File: src/rtl/fifo_arb_pkg.sv
// Shared types, constants and round-robin index helper for the FIFO write arbiter.
package fifo_arb_pkg;

  typedef enum logic {ARB_IDLE, ARB_BURST} arb_state_t;

  localparam int STATS_CNT_W = 16;
  localparam int RR_MAX_REQ  = 32;

  // First set bit of mask scanning start, start+1, ... wrapping at n; -1 when mask is empty.
  function automatic int rr_next(input logic [RR_MAX_REQ-1:0] mask, input int start, input int n);
    int idx;
    int result;
    result = -1;
    for (int k = RR_MAX_REQ - 1; k >= 0; k--) begin
      if (k < n) begin
        idx = start + k;
        if (idx >= n) idx = idx - n;
        if (mask[idx[4:0]]) result = idx;
      end
    end
    return result;
  endfunction

endpackage

File: src/rtl/fifo_write_arbiter_picker.sv
// Combinational round-robin picker: first asserted request at or after a start index.
module rr_priority_picker
  import fifo_arb_pkg::*;
#(
  parameter int N  = 4,
  parameter int IW = 2
) (
  input  logic [N-1:0]  req,
  input  logic [IW-1:0] start,
  output logic          hit,
  output logic [IW-1:0] idx
);

  int pick;

  always_comb begin
    pick = rr_next(RR_MAX_REQ'(req), int'(start), N);
    hit  = (pick >= 0);
    idx  = hit ? IW'(pick) : '0;
  end

endmodule

File: src/rtl/fifo_write_arbiter.sv
// Round-robin, burst-bounded arbiter sharing one FIFO write port; beats tagged with source ID.
// Define FIFO_ARB_STATS_EN to add saturating per-requester written-beat counters (beat_count).
module fifo_write_arbiter
  import fifo_arb_pkg::*;
#(
  parameter int NUM_REQ    = 4,
  parameter int DATA_WIDTH = 8,
  parameter int MAX_BURST  = 4,
  localparam int ID_W      = ($clog2(NUM_REQ) > 1) ? $clog2(NUM_REQ) : 1
) (
  input  logic                           clk,
  input  logic                           rst_n,
  input  logic [NUM_REQ-1:0]             req_valid,
  input  logic [NUM_REQ*DATA_WIDTH-1:0]  req_data,
  output logic [NUM_REQ-1:0]             req_ready,
  input  logic                           fifo_full,
  output logic                           fifo_w_en,
  output logic [ID_W+DATA_WIDTH-1:0]     fifo_data,
  output logic                           grant_valid,
`ifdef FIFO_ARB_STATS_EN
  output logic [NUM_REQ*STATS_CNT_W-1:0] beat_count,
`endif
  output logic [ID_W-1:0]                grant_id
);

  localparam int CNT_W = (MAX_BURST > 1) ? $clog2(MAX_BURST) : 1;
  localparam logic [CNT_W-1:0] LAST_BEAT = CNT_W'(MAX_BURST - 1);
  localparam logic [ID_W-1:0]  TOP_ID    = ID_W'(NUM_REQ - 1);

  arb_state_t            state_reg, state_next;
  logic [ID_W-1:0]       grant_id_reg, grant_id_next;
  logic [ID_W-1:0]       last_ptr_reg, last_ptr_next;
  logic [CNT_W-1:0]      beat_cnt_reg, beat_cnt_next;
  logic [DATA_WIDTH-1:0] req_data_arr [NUM_REQ];
  logic                  in_burst, owner_valid, xfer, burst_end;
  logic [ID_W-1:0]       pick_base, pick_start, pick_idx;
  logic                  pick_hit;

  // Handshakes are gated by rst_n so a beat in flight during reset is never written.
  assign in_burst    = (state_reg == ARB_BURST) & rst_n;
  assign owner_valid = req_valid[grant_id_reg];
  assign xfer        = in_burst & owner_valid & ~fifo_full;
  assign burst_end   = in_burst & ((xfer & (beat_cnt_reg == LAST_BEAT)) | ~owner_valid);

  generate
    for (genvar gi = 0; gi < NUM_REQ; gi++) begin : g_req
      assign req_data_arr[gi] = req_data[gi*DATA_WIDTH +: DATA_WIDTH];
      assign req_ready[gi]    = in_burst & (grant_id_reg == ID_W'(gi)) & ~fifo_full;
    end
  endgenerate

  assign fifo_w_en   = xfer;
  assign fifo_data   = {grant_id_reg, req_data_arr[grant_id_reg]};
  assign grant_valid = (state_reg == ARB_BURST);
  assign grant_id    = grant_id_reg;

  // Scanning from owner+1 leaves the ending owner last in line: re-granted only when alone.
  assign pick_base  = (state_reg == ARB_IDLE) ? last_ptr_reg : grant_id_reg;
  assign pick_start = (pick_base == TOP_ID) ? '0 : pick_base + ID_W'(1);

  rr_priority_picker #(
    .N  (NUM_REQ),
    .IW (ID_W)
  ) u_picker (
    .req   (req_valid),
    .start (pick_start),
    .hit   (pick_hit),
    .idx   (pick_idx)
  );

  always_comb begin
    state_next    = state_reg;
    grant_id_next = grant_id_reg;
    last_ptr_next = last_ptr_reg;
    beat_cnt_next = beat_cnt_reg;
    case (state_reg)
      ARB_IDLE: begin
        if (pick_hit) begin
          state_next    = ARB_BURST;
          grant_id_next = pick_idx;
          beat_cnt_next = '0;
        end
      end
      ARB_BURST: begin
        if (burst_end) begin
          last_ptr_next = grant_id_reg;
          beat_cnt_next = '0;
          if (pick_hit) grant_id_next = pick_idx;
          else          state_next    = ARB_IDLE;
        end else if (xfer) begin
          beat_cnt_next = beat_cnt_reg + CNT_W'(1);
        end
      end
      default: state_next = ARB_IDLE;
    endcase
  end

  always_ff @(posedge clk) begin
    if (!rst_n) begin
      state_reg    <= ARB_IDLE;
      grant_id_reg <= '0;
      last_ptr_reg <= TOP_ID;
      beat_cnt_reg <= '0;
    end else begin
      state_reg    <= state_next;
      grant_id_reg <= grant_id_next;
      last_ptr_reg <= last_ptr_next;
      beat_cnt_reg <= beat_cnt_next;
    end
  end

`ifdef FIFO_ARB_STATS_EN
  generate
    for (genvar gi = 0; gi < NUM_REQ; gi++) begin : g_stats
      logic [STATS_CNT_W-1:0] cnt_reg;
      always_ff @(posedge clk) begin
        if (!rst_n)
          cnt_reg <= '0;
        else if (req_ready[gi] & req_valid[gi] & (cnt_reg != '1))
          cnt_reg <= cnt_reg + STATS_CNT_W'(1);
      end
      assign beat_count[gi*STATS_CNT_W +: STATS_CNT_W] = cnt_reg;
    end
  endgenerate
`endif

endmodule

File: config.mk
export PLATFORM = sky130hd
export DESIGN_NAME = fifo_write_arbiter
export DESIGN_NICKNAME = d
export VERILOG_FILES = /design/src/rtl/fifo_arb_pkg.sv /design/src/rtl/fifo_write_arbiter_picker.sv /design/src/rtl/fifo_write_arbiter.sv
export SDC_FILE = /design/constraint.sdc
export NUM_CORES = 1
export LEC_CHECK = 0
export BUFFER_PORTS_ARGS = -buffer_cell sky130_fd_sc_hd__buf_2
export CAP_MARGIN = 20
export CORE_ASPECT_RATIO = 1.4
export CORE_MARGIN = 2
export CORE_UTILIZATION = 45
export DETAILED_ROUTE_END_ITERATION = 16
export GPL_TIMING_DRIVEN = 0
export PLACE_DENSITY = 0.78
export SYNTH_ARGS = -nofsm -noshare
export SYNTH_HDL_FRONTEND = slang
export SYNTH_SLANG_ARGS = --single-unit
File: constraint.sdc
create_clock -name clk -period 3.55 [get_ports clk]
set_clock_uncertainty 0.1 [all_clocks]
set_input_delay 0.71 -clock clk [delete_from_list [all_inputs] [get_ports clk]]
set_output_delay 0.71 -clock clk [all_outputs]
set_load 0.01 [all_outputs]
==> summary.txt <==
Routing
  – Starting DRC count in detailed routing: 27
  – Post-DR vias/cell: 5.881
  – Routed Antenna Nets: 0
  – Drt first pass iters: 4
  – Routed wire per std cell: 14.50 um
  – Final wirelength: roughly 2800 um
  – DRC: 0
  – Vias post-DR: 1135

Pwr
  – Power per cell area: about 660 nW/um2
  – Overall power: between 0.0009 and 0.001 W
  – Switching part of the total: 0.4723
  – Leak: 0.6688 nW
  – Combinational Power Share: 0.794
  – Worst vdd ir: ~0.44 mV
  – Switching power total: roughly 0.00044 W
  – Seq pwr share: 0.125
  – Clock Power Share: 0.081
  – Pint: 0.0004948 W

Clock tree
  – Inserted Clock Buffers: 3
  – Setup bufs post-CTS: 0
  – H-tree levels: 1
  – PostCTS Resize Cnt: 0
  – Max clock buf depth: 2
  – Clk Latency, worst-skew pair: approximately 0.26 ns
  – Worst-path clk slew: about 0.05 ns
  – Root Buffer: clkbuf_4
  – CTS tree: built
  – Post-CTS Hold Buffers: 0
  – # clock sinks: 7

Global route
  – Vias in the first global route: just over 1000
  – Largest net degree at the start of global routing: 13
  – First-pass GRT wire length: roughly 4300 um
  – GR Util All Layers: 0.2073
  – GRT overflow: 0
  – Initial antenna violation count: 0

Synthesis
  – Number of flops mapped to enable cells by yosys: 0
  – Synth top area share: 0.2466
  – Seq/Total Area, Yosys: 0.1279
  – Post-synth ARST share: 0
  – FF+latch count, synth: 7
  – Area leader, netlist: mux4_2
  – Syn Nets: approximately 160
  – Yosys warning count: 0
  – Primary FF master, synth: dfxtp_1
  – Synth top cells by count: 12 x mux4_2, 12 x nand2_1, 9 x inv_1
  – Post-Syn Area per Cell: around 10 um2
  – Netlist cell types: 44
  – Leading post-synthesis cells by cell area: mux4_2 25%, dfxtp_1 13%, ha_1 6.8%, mux2i_4 4.1%, nand2_1 4.1%
  – Mapped Cells: approximately 110
  – Cell area after synthesis: ~1100 um2

Finish
  – Layout Cells excl Fill: 193
  – Layout cells sized above 1: 0.5235
  – ANT cells: 0
  – Final Net Count: between 200 and 250
  – Synth-to-layout area growth: 30.14%
  – Finished Core Util: 0.6032

Worst setup path
  – Crit Path Max Fanout: 12
  – Critical Path End Type: register
  – WP data arrival: between 3 and 4 ns
  – WS Path Type: register to register
  – CP Launch Type: register
  – Critical path data required time: between 3 and 4 ns

Timing
  – Slew Limit Fails: 0
  – Setup tns final: 0 ns
  – Hold violation count in the final report: 0
  – Max Fclk: around 0.3 GHz
  – Minimum clock period after layout: approximately 3.3 ns
  – Final Cycle Share: 0.9397
  – Final hold slack: a little over 0.4 ns
  – Slew of the pin with the lowest slew margin: 0.6179 ns
  – Rel. slew slack: 0.5881
  – Final setup fails: 0
  – RSZ-0062 raised after global routing: false

Placed design
  – Post-DP HPWL: roughly 2300 um
  – Final estimated routing congestion in global placement: between 0.8 and 0.9
  – Placed cell count: about 190
  – IO Port Bufs: 55

Job
  – Max cap viols: 0

Floorplanning
  – Full die area: around 2900 um2
  – Starting Density: 0.4635
  – Num ports: 57
  – Die Y-Extent: roughly 62 um
  – Num rows: 21
  – Core ar.: ~2400 um2
  – Die width: around 46 um

Outcome
  – Outcome: completed

Worst hold path
  – Hold WC Path Type: register to register
==> cells in the final DEF (no fill, tap or decap), drive strengths merged, types with 2 or more instances in the layout <==
cell type	instances
dfxtp	7
a21oi	5
nor2b	2
nand3	4
buf	59
ha	6
o21ai	4
inv	10
mux4	13
nand4	2
or3b	2
o21a	2
clkbuf	9
nor2	2
mux2i	6
nand2	12
and2	2
nor3	5
==> worst paths after layout <==
path | from | cells past startpoint | endpoint | slack (ns)
max | grant_valid | 10 | grant_id[1] | 0.21
min | beat_cnt_reg[0] | 2 | beat_cnt_reg[0] | 0.42
max reg2reg | grant_valid | 10 | grant_id[1] | 0.21
min reg2reg | beat_cnt_reg[0] | 2 | beat_cnt_reg[0] | 0.42
==> power by group through the flow <==
stage / registers [W] / logic (W) / clock network [W]
after detailed placement: 0.000119 / 0.000744 / 0
after floorplan: 0.000121 / 0.000567 / 0
after global routing: 0.000121 / 0.000811 / 0.0000839
final: 0.000117 / 0.000745 / 0.0000760
after CTS: 0.000117 / 0.000747 / 0.0000778
after global placement: 0.000118 / 0.000713 / 0
==> per-layer routing <==
layer,vias to the layer above,part of all wire,global-route usage
met2,50,0.54,0.3732
met3,7,0.072,0.02601
met5,-,0,0
met4,0,0.026,0.1286
met1,533,0.37,0.2070
li1,545,-,-
==> stage by stage <==
step	setup WS (ns)	cell area, um2
4_1_cts	0.2255	1426
2_1_floorplan	0.4700	1096
6_report	0.2142	1426
3_3_place_gp	0.3505	1400
5_1_grt	0.1067	1426
3_5_place_dp	0.2360	1400
==> logic make-up (layout without fill, tap and decap cells) <==
| logic type | after synthesis | after routing | share of synthesized area |
|---|---|---|---|
| compound gates | 25 | 25 | 0.1849 |
| fa+ha+maj | 6 | 6 | 0.06849 |
| flops | 7 | 7 | 0.1278 |
| buf+inv | 19 | 78 | 0.1062 |
| simple gates | 35 | 35 | 0.1644 |
| mux | 19 | 19 | 0.3482 |
==> area by class of cell <==
type / count / area [um2]
timing repair buffer: 55 / 275.3
tap: 23 / 28.78
fill: 234 / 938.4
buffer: 9 / 78.83
multi-input combinational: 85 / 839.6
clock buffer: 4 / 26.28
sequential: 7 / 140.1
inverter: 10 / 37.54
==> critical path: stages (launching register included) <==
cell and delay [ns]:
dfxtp_1 0.33, buf_6 0.15, mux2i_4 0.35, clkbuf_8 0.25
ha_1 0.24, clkbuf_2 0.18, or3b_2 0.50, mux2i_1 0.40
a211oi_4 0.12, o31a_2 0.37, o221a_1 0.23
Note: power is estimated with default switching activity, not from simulation.
